## config.mk

```make
export PLATFORM = sky130hd
export DESIGN_NAME = prediction_reader
export DESIGN_NICKNAME = d
export VERILOG_FILES = /design/src/rtl/prediction_reader_pkg.sv /design/src/rtl/predictor_forward.sv /design/src/rtl/prediction_reader.sv
export SDC_FILE = /design/constraint.sdc
export NUM_CORES = 1
export LEC_CHECK = 0
export ABC_AREA = 1
export CORE_MARGIN = 2
export CORE_UTILIZATION = 25
export CTS_CLUSTER_DIAMETER = 150
export DETAILED_ROUTE_END_ITERATION = 7
export SLEW_MARGIN = 20
export SYNTH_ARGS = -nofsm -noshare
export SYNTH_HDL_FRONTEND = slang
export SYNTH_SLANG_ARGS = --single-unit
```

## constraint.sdc

```tcl
create_clock -name clk -period 7.9 [get_ports clk]
set_clock_uncertainty 0.15 [all_clocks]
set_input_delay 1.58 -clock clk [delete_from_list [all_inputs] [get_ports clk]]
set_output_delay 1.58 -clock clk [all_outputs]
set_load 0.1 [all_outputs]
```

## src/rtl/prediction_reader_pkg.sv

```systemverilog
// Shared definitions for the branch-predictor table read/write blocks:
// predictor select encodings and default counter widths.
package prediction_reader_pkg;

  localparam int unsigned JW_DEFAULT = 2;
  localparam int unsigned SW_DEFAULT = 5;
  localparam int unsigned TREND_W    = 3;
  localparam int unsigned ADDR_W     = 3;

  typedef logic [1:0] sel_t;

  localparam sel_t SEL_SP  = 2'b00;
  localparam sel_t SEL_LHP = 2'b01;
  localparam sel_t SEL_GHP = 2'b10;

endpackage

```

## src/rtl/predictor_forward.sv

```systemverilog
// Same-cycle write-port bypass for one predictor's stat and trend table entries.
module predictor_forward
  import prediction_reader_pkg::*;
#(
  parameter int unsigned IW = 1,
  parameter int unsigned SW = SW_DEFAULT
) (
  input  logic [ADDR_W-1:0]  i_addr,
  input  logic [IW-1:0]      i_index,
  input  logic [SW-1:0]      i_t_stat,
  input  logic [TREND_W-1:0] i_t_trend,
  input  logic [ADDR_W-1:0]  i_wr_addr,
  input  logic [IW-1:0]      i_wr_index,
  input  logic               i_stat_en,
  input  logic [SW-1:0]      i_stat_count,
  input  logic               i_trend_en,
  input  logic [TREND_W-1:0] i_trend_count,
  input  logic               i_clear_en,
  output logic [SW-1:0]      o_stat,
  output logic [TREND_W-1:0] o_trend
);

  logic w_addr_hit;
  logic w_hit;

  assign w_addr_hit = (i_wr_addr == i_addr);
  assign w_hit      = w_addr_hit && (i_wr_index == i_index);

  // A slot clear zeroes every stat for the address, whatever the index.
  always_comb begin
    o_stat = i_t_stat;
    if (i_clear_en && w_addr_hit) begin
      o_stat = '0;
    end else if (w_hit && i_stat_en) begin
      o_stat = i_stat_count;
    end
  end

  assign o_trend = (w_hit && i_trend_en) ? i_trend_count : i_t_trend;

endmodule

```

## src/rtl/prediction_reader.sv

```systemverilog
// Branch-predictor read side: forwards pending writes, selects the best predictor
// and carries the writer's operands through stall-aware ID/EX registers.
module prediction_reader
  import prediction_reader_pkg::*;
#(
  parameter int unsigned JUMP_STATUS_COUNTER_WIDTH = JW_DEFAULT,
  parameter int unsigned STAT_COUNTER_WIDTH        = SW_DEFAULT
) (
  input  logic                                 clk,
  input  logic                                 rst_n,
  input  logic                                 PL_stall,
  input  logic                                 PL_flush,
  input  logic                                 rd_en,
  input  logic [ADDR_W-1:0]                    addr,
  input  logic                                 T_SP_result,
  input  logic [JUMP_STATUS_COUNTER_WIDTH-1:0] T_LHP_count,
  input  logic [JUMP_STATUS_COUNTER_WIDTH-1:0] T_GHP_count,
  input  logic [STAT_COUNTER_WIDTH-1:0]        T_SP_stat,
  input  logic [STAT_COUNTER_WIDTH-1:0]        T_LHP_stat,
  input  logic [STAT_COUNTER_WIDTH-1:0]        T_GHP_stat,
  input  logic [TREND_W-1:0]                   T_SP_trend,
  input  logic [TREND_W-1:0]                   T_LHP_trend,
  input  logic [TREND_W-1:0]                   T_GHP_trend,
  input  logic [ADDR_W-1:0]                    WR_addr2,
  input  logic                                 WR_SP_index2,
  input  logic [JUMP_STATUS_COUNTER_WIDTH-1:0] WR_LHP_index2,
  input  logic [JUMP_STATUS_COUNTER_WIDTH-1:0] WR_GHP_index2,
  input  logic                                 WR_SP_stat_en2,
  input  logic                                 WR_LHP_stat_en2,
  input  logic                                 WR_GHP_stat_en2,
  input  logic [STAT_COUNTER_WIDTH-1:0]        WR_SP_stat_count2,
  input  logic [STAT_COUNTER_WIDTH-1:0]        WR_LHP_stat_count2,
  input  logic [STAT_COUNTER_WIDTH-1:0]        WR_GHP_stat_count2,
  input  logic                                 WR_SP_trend_en2,
  input  logic                                 WR_LHP_trend_en2,
  input  logic                                 WR_GHP_trend_en2,
  input  logic [TREND_W-1:0]                   WR_SP_trend_count2,
  input  logic [TREND_W-1:0]                   WR_LHP_trend_count2,
  input  logic [TREND_W-1:0]                   WR_GHP_trend_count2,
  input  logic                                 clear_en2,
  output logic                                 prediction,
  output logic [1:0]                           sel,
  output logic                                 SP_prediction_result,
  output logic [JUMP_STATUS_COUNTER_WIDTH-1:0] LHP_count,
  output logic [JUMP_STATUS_COUNTER_WIDTH-1:0] GHP_count,
  output logic [STAT_COUNTER_WIDTH-1:0]        SP_stat_count,
  output logic [STAT_COUNTER_WIDTH-1:0]        LHP_stat_count,
  output logic [STAT_COUNTER_WIDTH-1:0]        GHP_stat_count,
  output logic [TREND_W-1:0]                   SP_trend_count,
  output logic [TREND_W-1:0]                   LHP_trend_count,
  output logic [TREND_W-1:0]                   GHP_trend_count,
  output logic [ADDR_W-1:0]                    addr_id,
  output logic                                 SP_prediction_result_id,
  output logic [JUMP_STATUS_COUNTER_WIDTH-1:0] LHP_count_id,
  output logic [JUMP_STATUS_COUNTER_WIDTH-1:0] GHP_count_id,
  output logic [STAT_COUNTER_WIDTH-1:0]        SP_stat_count_id,
  output logic [STAT_COUNTER_WIDTH-1:0]        LHP_stat_count_id,
  output logic [STAT_COUNTER_WIDTH-1:0]        GHP_stat_count_id,
  output logic                                 prediction_id,
  output logic [1:0]                           sel_id,
  output logic                                 valid_id,
  output logic [ADDR_W-1:0]                    addr_ex,
  output logic                                 SP_prediction_result_ex,
  output logic [JUMP_STATUS_COUNTER_WIDTH-1:0] LHP_count_ex,
  output logic [JUMP_STATUS_COUNTER_WIDTH-1:0] GHP_count_ex,
  output logic [STAT_COUNTER_WIDTH-1:0]        SP_stat_count_ex,
  output logic [STAT_COUNTER_WIDTH-1:0]        LHP_stat_count_ex,
  output logic [STAT_COUNTER_WIDTH-1:0]        GHP_stat_count_ex,
  output logic                                 prediction_ex,
  output logic [1:0]                           sel_ex,
  output logic                                 valid_ex
);

  localparam int unsigned JW = JUMP_STATUS_COUNTER_WIDTH;
  localparam int unsigned SW = STAT_COUNTER_WIDTH;

  logic [SW-1:0]      w_sp_stat, w_lhp_stat, w_ghp_stat;
  logic [TREND_W-1:0] w_sp_trend, w_lhp_trend, w_ghp_trend;
  sel_t               w_sel;
  logic               w_pred_bit;
  logic               w_pred;
  logic [SW-1:0]      w_best_stat;
  logic [TREND_W-1:0] w_best_trend;

  predictor_forward #(.IW(1), .SW(SW)) u_fwd_sp (
    .i_addr        (addr),
    .i_index       (T_SP_result),
    .i_t_stat      (T_SP_stat),
    .i_t_trend     (T_SP_trend),
    .i_wr_addr     (WR_addr2),
    .i_wr_index    (WR_SP_index2),
    .i_stat_en     (WR_SP_stat_en2),
    .i_stat_count  (WR_SP_stat_count2),
    .i_trend_en    (WR_SP_trend_en2),
    .i_trend_count (WR_SP_trend_count2),
    .i_clear_en    (clear_en2),
    .o_stat        (w_sp_stat),
    .o_trend       (w_sp_trend)
  );

  predictor_forward #(.IW(JW), .SW(SW)) u_fwd_lhp (
    .i_addr        (addr),
    .i_index       (T_LHP_count),
    .i_t_stat      (T_LHP_stat),
    .i_t_trend     (T_LHP_trend),
    .i_wr_addr     (WR_addr2),
    .i_wr_index    (WR_LHP_index2),
    .i_stat_en     (WR_LHP_stat_en2),
    .i_stat_count  (WR_LHP_stat_count2),
    .i_trend_en    (WR_LHP_trend_en2),
    .i_trend_count (WR_LHP_trend_count2),
    .i_clear_en    (clear_en2),
    .o_stat        (w_lhp_stat),
    .o_trend       (w_lhp_trend)
  );

  predictor_forward #(.IW(JW), .SW(SW)) u_fwd_ghp (
    .i_addr        (addr),
    .i_index       (T_GHP_count),
    .i_t_stat      (T_GHP_stat),
    .i_t_trend     (T_GHP_trend),
    .i_wr_addr     (WR_addr2),
    .i_wr_index    (WR_GHP_index2),
    .i_stat_en     (WR_GHP_stat_en2),
    .i_stat_count  (WR_GHP_stat_count2),
    .i_trend_en    (WR_GHP_trend_en2),
    .i_trend_count (WR_GHP_trend_count2),
    .i_clear_en    (clear_en2),
    .o_stat        (w_ghp_stat),
    .o_trend       (w_ghp_trend)
  );

  // Strictly better: higher signed stat, then higher unsigned trend.
  function automatic logic beats(input logic [SW-1:0] stat_a, input logic [TREND_W-1:0] trend_a,
                                 input logic [SW-1:0] stat_b, input logic [TREND_W-1:0] trend_b);
    if ($signed(stat_a) != $signed(stat_b)) begin
      return $signed(stat_a) > $signed(stat_b);
    end
    return trend_a > trend_b;
  endfunction

  // Start from GHP and only move on a strict win so ties keep GHP > LHP > SP.
  always_comb begin
    w_sel        = SEL_GHP;
    w_best_stat  = w_ghp_stat;
    w_best_trend = w_ghp_trend;
    if (beats(w_lhp_stat, w_lhp_trend, w_best_stat, w_best_trend)) begin
      w_sel        = SEL_LHP;
      w_best_stat  = w_lhp_stat;
      w_best_trend = w_lhp_trend;
    end
    if (beats(w_sp_stat, w_sp_trend, w_best_stat, w_best_trend)) begin
      w_sel = SEL_SP;
    end
  end

  always_comb begin
    w_pred_bit = T_GHP_count[JW-1];
    unique case (w_sel)
      SEL_SP:  w_pred_bit = T_SP_result;
      SEL_LHP: w_pred_bit = T_LHP_count[JW-1];
      default: w_pred_bit = T_GHP_count[JW-1];
    endcase
  end

  assign w_pred = rd_en & w_pred_bit;

  assign prediction           = w_pred;
  assign sel                  = w_sel;
  assign SP_prediction_result = T_SP_result;
  assign LHP_count            = T_LHP_count;
  assign GHP_count            = T_GHP_count;
  assign SP_stat_count        = w_sp_stat;
  assign LHP_stat_count       = w_lhp_stat;
  assign GHP_stat_count       = w_ghp_stat;
  assign SP_trend_count       = w_sp_trend;
  assign LHP_trend_count      = w_lhp_trend;
  assign GHP_trend_count      = w_ghp_trend;

  logic [ADDR_W-1:0] r_addr_id, r_addr_ex;
  logic              r_spr_id, r_spr_ex;
  logic [JW-1:0]     r_lhpc_id, r_lhpc_ex, r_ghpc_id, r_ghpc_ex;
  logic [SW-1:0]     r_sps_id, r_sps_ex, r_lhps_id, r_lhps_ex, r_ghps_id, r_ghps_ex;
  logic              r_pred_id, r_pred_ex;
  sel_t              r_sel_id, r_sel_ex;
  logic              r_valid_id, r_valid_ex;

  // Flush advances the pipe even under stall, killing the entry entering ID.
  always_ff @(posedge clk) begin
    if (!rst_n) begin
      r_addr_id  <= '0;
      r_spr_id   <= 1'b0;
      r_lhpc_id  <= '0;
      r_ghpc_id  <= '0;
      r_sps_id   <= '0;
      r_lhps_id  <= '0;
      r_ghps_id  <= '0;
      r_pred_id  <= 1'b0;
      r_sel_id   <= SEL_SP;
      r_valid_id <= 1'b0;
      r_addr_ex  <= '0;
      r_spr_ex   <= 1'b0;
      r_lhpc_ex  <= '0;
      r_ghpc_ex  <= '0;
      r_sps_ex   <= '0;
      r_lhps_ex  <= '0;
      r_ghps_ex  <= '0;
      r_pred_ex  <= 1'b0;
      r_sel_ex   <= SEL_SP;
      r_valid_ex <= 1'b0;
    end else if (PL_flush || !PL_stall) begin
      r_addr_id  <= addr;
      r_spr_id   <= T_SP_result;
      r_lhpc_id  <= T_LHP_count;
      r_ghpc_id  <= T_GHP_count;
      r_sps_id   <= w_sp_stat;
      r_lhps_id  <= w_lhp_stat;
      r_ghps_id  <= w_ghp_stat;
      r_pred_id  <= w_pred;
      r_sel_id   <= w_sel;
      r_valid_id <= rd_en && !PL_flush;
      r_addr_ex  <= r_addr_id;
      r_spr_ex   <= r_spr_id;
      r_lhpc_ex  <= r_lhpc_id;
      r_ghpc_ex  <= r_ghpc_id;
      r_sps_ex   <= r_sps_id;
      r_lhps_ex  <= r_lhps_id;
      r_ghps_ex  <= r_ghps_id;
      r_pred_ex  <= r_pred_id;
      r_sel_ex   <= r_sel_id;
      r_valid_ex <= r_valid_id;
    end
  end

  assign addr_id                 = r_addr_id;
  assign SP_prediction_result_id = r_spr_id;
  assign LHP_count_id            = r_lhpc_id;
  assign GHP_count_id            = r_ghpc_id;
  assign SP_stat_count_id        = r_sps_id;
  assign LHP_stat_count_id       = r_lhps_id;
  assign GHP_stat_count_id       = r_ghps_id;
  assign prediction_id           = r_pred_id;
  assign sel_id                  = r_sel_id;
  assign valid_id                = r_valid_id;
  assign addr_ex                 = r_addr_ex;
  assign SP_prediction_result_ex = r_spr_ex;
  assign LHP_count_ex            = r_lhpc_ex;
  assign GHP_count_ex            = r_ghpc_ex;
  assign SP_stat_count_ex        = r_sps_ex;
  assign LHP_stat_count_ex       = r_lhps_ex;
  assign GHP_stat_count_ex       = r_ghps_ex;
  assign prediction_ex           = r_pred_ex;
  assign sel_ex                  = r_sel_ex;
  assign valid_ex                = r_valid_ex;

endmodule

```

# After elaboration in Yosys (flattened, before gate mapping)
# Index checks and enable logic that the tools add are counted.
[classes]
magnitude_cmp = 4
eq_ne = 7
muxes = 20
bitwise_logic = 1
n_reduce_logical = 15
[op_table]
columns = ["operator", "n"]
rows = [
  ["5-bit two-way mux", 7],
  ["3-bit two-way mux", 4],
  ["1-bit logical AND", 11],
  ["5-bit greater-than comparator", 2],
  ["5-bit != test", 2],
  ["3-bit greater-than comparator", 2],
  ["1-bit two-way mux", 6],
  ["2-bit equality test", 2],
  ["2-bit two-way mux", 2],
  ["3-bit equality test", 1],
  ["2-bit by 1-bit equality test with 1-bit output (second input constant)", 1],
  ["1-bit logical NOT", 2],
  ["2-bit logical NOT", 1],
  ["1-bit one-hot mux with 2 select lines", 1],
  ["1-bit bitwise AND", 1],
  ["1-bit equality test", 1],
  ["1-bit logical OR", 1],
]
[word_totals]
reg_bits = 54
in_bits = 76
word_cells = 67

# Logic depth before layout (Yosys ltp)
[logic_depth]
depth_word = 16
ltp_mapped = 32
mapped_depth_nobuf = 31

# Modules after synthesis
# From an unflattened synthesis, not the netlist that was laid out.
[hier_totals]
hier_cells = 534
hier_area_um2 = 3387.0
[modules_own_cells]
columns = ["module", "instances", "cells_each", "area_per_inst_um2", "seq_area_each_um2"]
rows = [
  ["prediction_reader", 1, 335, 2479.9, 1081.0],
  ["predictor_forward (u_fwd_ghp ...)", 2, 73, 317.8, 0.0],
  ["predictor_forward (u_fwd_sp)", 1, 53, 271.5, 0.0],
]

# Worst setup path after synthesis
# Ideal clock, no wire load.
[synth_path]
path_kind = "input to output"
start = "in addr[2]"
end = "out prediction"
arrival_time_ps = 7503
required_ps = 6170
slack_ps = -1333
path_stages = 25
path_buffers = 1
path_cell_list = "inv_1 nand2_1 nand2_1 nand2_1 nor2_4 nand3_1 o21ai_0 inv_1 ha_1 nand3_1 nand2_1 nand2_1 nand2_8 buf_6 o21ai_1 ha_1 a31oi_1 a32oi_1 o311ai_0 o21ai_0 inv_1 nand4_1 nand3_1 nand2_1 inv_1"
[synth_via]
word_cells_on_any_way = 40
cone_classes = "order compare: 4; eq/ne: 4; mux: 20; bitwise: 1; reduce/logical: 11"
[synth_lines]
columns = ["item", "line", "source"]
rows = [
  ["start: declaration", "prediction_reader.sv:14", "input logic [ADDR_W-1:0] addr,"],
  ["3-bit equality test (*)", "predictor_forward.sv:26", "assign w_addr_hit = (i_wr_addr == i_addr);"],
  ["1-bit logical AND (*)", "predictor_forward.sv:27", "assign w_hit = w_addr_hit && (i_wr_index == i_index);"],
  ["1-bit logical AND (*)", "predictor_forward.sv:39", "assign o_trend = (w_hit && i_trend_en) ? i_trend_count : i_t_trend;"],
  ["3-bit two-way mux (*)", "predictor_forward.sv:39", ""],
  ["named net LHP_trend_count[0]", "prediction_reader.sv:50", "output logic [TREND_W-1:0] LHP_trend_count,"],
  ["3-bit greater-than comparator", "prediction_reader.sv:139", "return trend_a > trend_b;"],
  ["1-bit two-way mux", "prediction_reader.sv:139", ""],
  ["5-bit two-way mux", "prediction_reader.sv:147", "if (beats(w_lhp_stat, w_lhp_trend, w_best_stat, w_best_trend)) begin"],
  ["5-bit greater-than comparator or 5-bit != test (tied branches)", "prediction_reader.sv:137, prediction_reader.sv:136", ""],
  ["1-bit two-way mux", "prediction_reader.sv:136", "if ($signed(stat_a) != $signed(stat_b)) begin"],
  ["1-bit two-way mux", "prediction_reader.sv:139", ""],
  ["2-bit two-way mux (*)", "prediction_reader.sv:152", "if (beats(w_sp_stat, w_sp_trend, w_best_stat, w_best_trend)) begin"],
  ["2-bit by 1-bit equality test with 1-bit output or 2-bit logical NOT (tied branches)", "prediction_reader.sv:159", "unique case (w_sel)"],
  ["1-bit one-hot mux with 2 select lines (*)", "prediction_reader.sv:159", ""],
  ["1-bit bitwise AND (*)", "prediction_reader.sv:166", "assign w_pred = rd_en & w_pred_bit;"],
  ["end: declaration", "prediction_reader.sv:41", "output logic prediction,"],
]
# The timed path passes the listed nets; every way through them passes the cells marked *. The select of a mux whose other input is x is not followed.

# Worst setup path after layout
[layout_path]
start = "in addr[0]"
end = "out prediction"
[layout_via]
elab_chain_cells = 16
word_cells_on_any_way = 40
cone_classes = "order compare: 4; eq/ne: 4; mux: 20; bitwise: 1; reduce/logical: 11"
[layout_rtl]
columns = ["item", "line", "source"]
rows = [
  ["3-bit equality test (*)", "predictor_forward.sv:26", ""],
  ["1-bit logical AND", "predictor_forward.sv:27", ""],
  ["1-bit logical AND", "predictor_forward.sv:34", "end else if (w_hit && i_stat_en) begin"],
  ["5-bit two-way mux", "predictor_forward.sv:34", ""],
  ["5-bit two-way mux", "predictor_forward.sv:32", "if (i_clear_en && w_addr_hit) begin"],
  ["5-bit greater-than comparator or 5-bit != test (tied branches)", "prediction_reader.sv:137, prediction_reader.sv:136", ""],
  ["1-bit two-way mux", "prediction_reader.sv:136", ""],
  ["1-bit two-way mux", "prediction_reader.sv:139", ""],
  ["5-bit two-way mux", "prediction_reader.sv:147", ""],
  ["5-bit greater-than comparator or 5-bit != test (tied branches)", "prediction_reader.sv:137, prediction_reader.sv:136", ""],
  ["1-bit two-way mux", "prediction_reader.sv:136", ""],
  ["1-bit two-way mux", "prediction_reader.sv:139", ""],
  ["2-bit two-way mux (*)", "prediction_reader.sv:152", ""],
  ["2-bit by 1-bit equality test with 1-bit output or 2-bit logical NOT (tied branches)", "prediction_reader.sv:159", ""],
  ["1-bit one-hot mux with 2 select lines (*)", "prediction_reader.sv:159", ""],
  ["1-bit bitwise AND (*)", "prediction_reader.sv:166", ""],
]
# Mark *: on every way between the ends. The rest lies on a longest branch, timed or not. The select of a mux whose other input is x is not followed.

==> run summary <==
The global-route wire length before repair is 16.4 mm. The post-route clock period utilization is 96.1%. The adder-cell share of the synthesized area came out at 5.81%. Once the floorplan was initialized, standard cells occupied 25.3% of the core. The initial antenna violation count came out at 0. The final setup violation count is 0. The remaining antenna violation count after routing came out at 0. The proportion of layout cells with a drive suffix above 1 is 10.9%. Summing the sequential cell areas from Yosys gives 35.9% of the chip area. The highest attainable clock frequency is 0.132 GHz.

The flow ran to the end, and the final reports show no timing, DRC or antenna violations. The analysis attributes to cell leakage a power of 2.30 nW. The synthesized netlist devotes 19.3% of its cell area to compound gates. At the end of the flow the core is filled with cells to 42.8%.

The first-pass iteration count of the detailed router came out at 5. The global routing stage identified its most utilized layer as met2. The filler cells instantiated in the layout total 1224.

The number of top-level pins is 162. The worst hold path belongs to the class flip-flop to flip-flop. Data on the critical path arrives at its endpoint at 5860 ps. The clock passes through at most 2 buffers. The met2 usage in global routing is 26.5%.

The mean area per synthesized cell is 7.03 sq um. The multi-input combinational cells in the finished layout cover a total of 1660 sq um. The instance count of the mapped netlist is 429. The total grt overflow came out at 0.

In this run the worst path has a maximum fanout of 19. The synthesized netlist devotes 1.45% of its cell area to XOR and XNOR gates. The power density relative to cell area is 212 nW/um^2.

The largest individual stage delay along the critical path comes from the cell clkdlybuf4s50_1. The startpoint-to-endpoint class of the critical path is input port to output pin. The actual slew at the worst max-slew pin is 1020 ps. The routed wire length came out at 10.5 mm. Clock tree synthesis selected as its root buffer the cell clkbuf_16. Entering global routing, the biggest net connects 72 pins. The final count of pins violating max slew is 0. In this design, the stage delay of the slowest critical-path cell is 500 ps.

The peak supply drop is 0.0822 mV. The final total negative setup slack came out at 0 ps. The first routing iteration left 135 violations. Summed over all nets, the half-perimeter wirelength after detailed placement is 8.32 mm.

STA classifies the critical path startpoint as an input port. The distinct cell type count after synthesis is 37. The cell with the most instances on the worst path is nand2_1. CTS saw 54 sinks. The post-synthesis simple-gate area fraction came out at 25.2%. The clock latency reported for the late side of the worst-skew pair is 280 ps. Summing all flip-flop and latch instances after layout gives 1080 sq um. In the final routed layout, each cell accounts on average for 14.1 um.

The number of warnings printed during yosys synthesis is 0. Buffers inserted to repair hold after CTS numbered 0. The floorplan step defined a die boundary enclosing 13000 sq um.

The setup slack on the worst flop-to-flop path is 6990 ps. Counting flops with an async set or reset pin after synthesis yields a share of 0%. The sum of internal, switching and leakage power came out at 0.00108 W. From left edge to right edge, the die measures 114 um.

The number of remaining DRC errors is 0. The clock-pin slew reported for the worst setup and hold paths after clock tree synthesis is 70 ps. The number of CTS-inserted buffers is 5.

0 antenna diodes ended up in the layout. The number of failing hold endpoints at the final stage is 0. Across the run, the number of max-cap violations was 0.

The number of global-route vias before repair was 3263. The overall routing resource usage is 15.9%. Synthesis inferred 54 register bits.

The endpoint required time on the critical path is 6170 ps. Routability-driven placement finished with a final weighted congestion of 0.820. The vertical die dimension is 114 um. At the end of the flow, the number of nets in the layout was 686. The worst pin sits at a relative slew slack of 31.6%. The combined buffer and inverter count along the critical path came out at 6. The proportion of synthesized area in mux cells came out at 1.87%.

Summing every instance area after synthesis gives 3020 sq um. The global-route met3 utilization came out at 3.77%. The row count came out at 40. The number of synthesized flops with an enable pin is 0. Yosys attributes the largest share of cell area to dfxtp_1 (36%), o21ai_0 (9.6%), nor2_1 (9.6%).

The post-synth net total came out at 519. The total area inside the core boundary comes to 11900 sq um. The minimum period implied by the final worst setup slack came out at 7590 ps. The worst setup path is captured at an output pin. The number of levels in the clock H-tree came out at 2. Among cell families on the critical path, the largest total delay comes from buffers and inverters. The via count is 3362. The met1 track demand over resource in global routing came out at 20.4%. dfxtp_1 takes more of the synthesized area than any other cell.

Dividing the detail-routed via count by the number of cells gives 4.52. For this run, the leading register cell type out of synthesis is dfxtp_1. The portion of synthesized cell area occupied by the leading cell type came out at 35.9%. The clock tree from TritonCTS is done. The count of buffers inserted at the top-level ports is 161.

After synthesis, the largest family of logic cells by area is simple AND/OR/NAND/NOR gates. The area growth from synthesis to final layout is 68.9%.
final timing paths:
path | startpoint | end | cells past startpoint
max | addr[0] | prediction | 26
min | sel_ex[0]$_SDFFE_PN0P_ | sel_ex[0]$_SDFFE_PN0P_ | 2
max reg2reg | SP_stat_count_id[4]$_SDFFE_PN0P_ | SP_stat_count_id[4]$_SDFFE_PN0P_ | 2
min reg2reg | sel_ex[0]$_SDFFE_PN0P_ | sel_ex[0]$_SDFFE_PN0P_ | 2
cell usage after synthesis, types with 8 or more instances:
cell type and instances:
a21oi_1 21, clkbuf_1 14, dfxtp_1 54, ha_1 14, inv_1 53, nand2_1 60, nand3_1 10, nor2_1 77
o211ai_1 11, o21ai_0 58, o21ai_1 8
worst min-delay path, stage by stage (launching register included):
cell,delay (ps)
dfxtp_1,330
nor2_1,50
nor2_1,80
cell usage in the layout (no fill, tap or decap), types with 11 or more instances in the layout:
| cell type | instances |
|---|---|
| nor2_1 | 73 |
| nand2_1 | 59 |
| buf_4 | 19 |
| a21oi_1 | 21 |
| o211ai_1 | 11 |
| o21ai_1 | 11 |
| dfxtp_1 | 54 |
| o21ai_0 | 54 |
| inv_1 | 51 |
| ha_1 | 13 |
| clkdlybuf4s50_1 | 158 |
power breakdown:
| group | switching [W] | internal, W | leakage [nW] | total [W] |
|---|---|---|---|---|
| registers | 0.0000139 | 0.000294 | 0.447 | 0.000308 |
| clock network | 0.0000979 | 0.000118 | 0.0708 | 0.000216 |
| logic | 0.000393 | 0.000163 | 1.78 | 0.000556 |
kinds of logic after synthesis:
| kind of cell | Yosys count |
|---|---|
| compound gates | 106 |
| xor+xnor | 5 |
| fa+ha+maj | 14 |
| buf+inv | 77 |
| flops | 54 |
| mux | 5 |
| simple gates | 168 |
sequential cells by signal, summed over array words and instances, names as in the netlist:
signal and flops:
GHP_count_ex 2, LHP_stat_count_id 5, valid_id 1, prediction_id 1
prediction_ex 1, addr_id 3, valid_ex 1, LHP_count_ex 2
SP_prediction_result_ex 1, LHP_stat_count_ex 5, GHP_stat_count_ex 5, SP_stat_count_ex 5
sel_id 2, LHP_count_id 2, SP_stat_count_id 5, GHP_stat_count_id 5
sel_ex 2, GHP_count_id 2, addr_ex 3, SP_prediction_result_id 1
through the flow:
stage | hold slack (ps) | setup slack (ps) | instances | instance area [sq um]
2_1_floorplan | 743 | 21.7 | 429 | 3020
3_3_place_gp | 315 | 163 | 725 | 4810
3_5_place_dp | 325 | -63.7 | 725 | 4820
4_1_cts | 340 | 43.8 | 735 | 4980
5_1_grt | 362 | -18.1 | 744 | 5090
6_report | 335 | 307 | 744 | 5090
final cells by class:
class                   count  area share (%)
repair buffers            182            35.7
multi-input cells         298            32.6
flip-flops and latches     54            21.2
inverters                  55            4.08
well taps                 147            3.61
clock buffers               6            2.53
clock inverters             2           0.270
layer usage:
layer  routed length (um)  vias to the layer above
li1                     -                     1725
met1                 4760                     1509
met2                 4760                      116
met3                  752                       12
met4                  241                        0
met5                    0                        -
what timing repair did:
action	CTS	global route
endpoints found under the setup margin	1	3
pin swaps	1	11
gates resized for setup	2	11
setup buffers	2	9
Power figures use the tool's default switching activity.
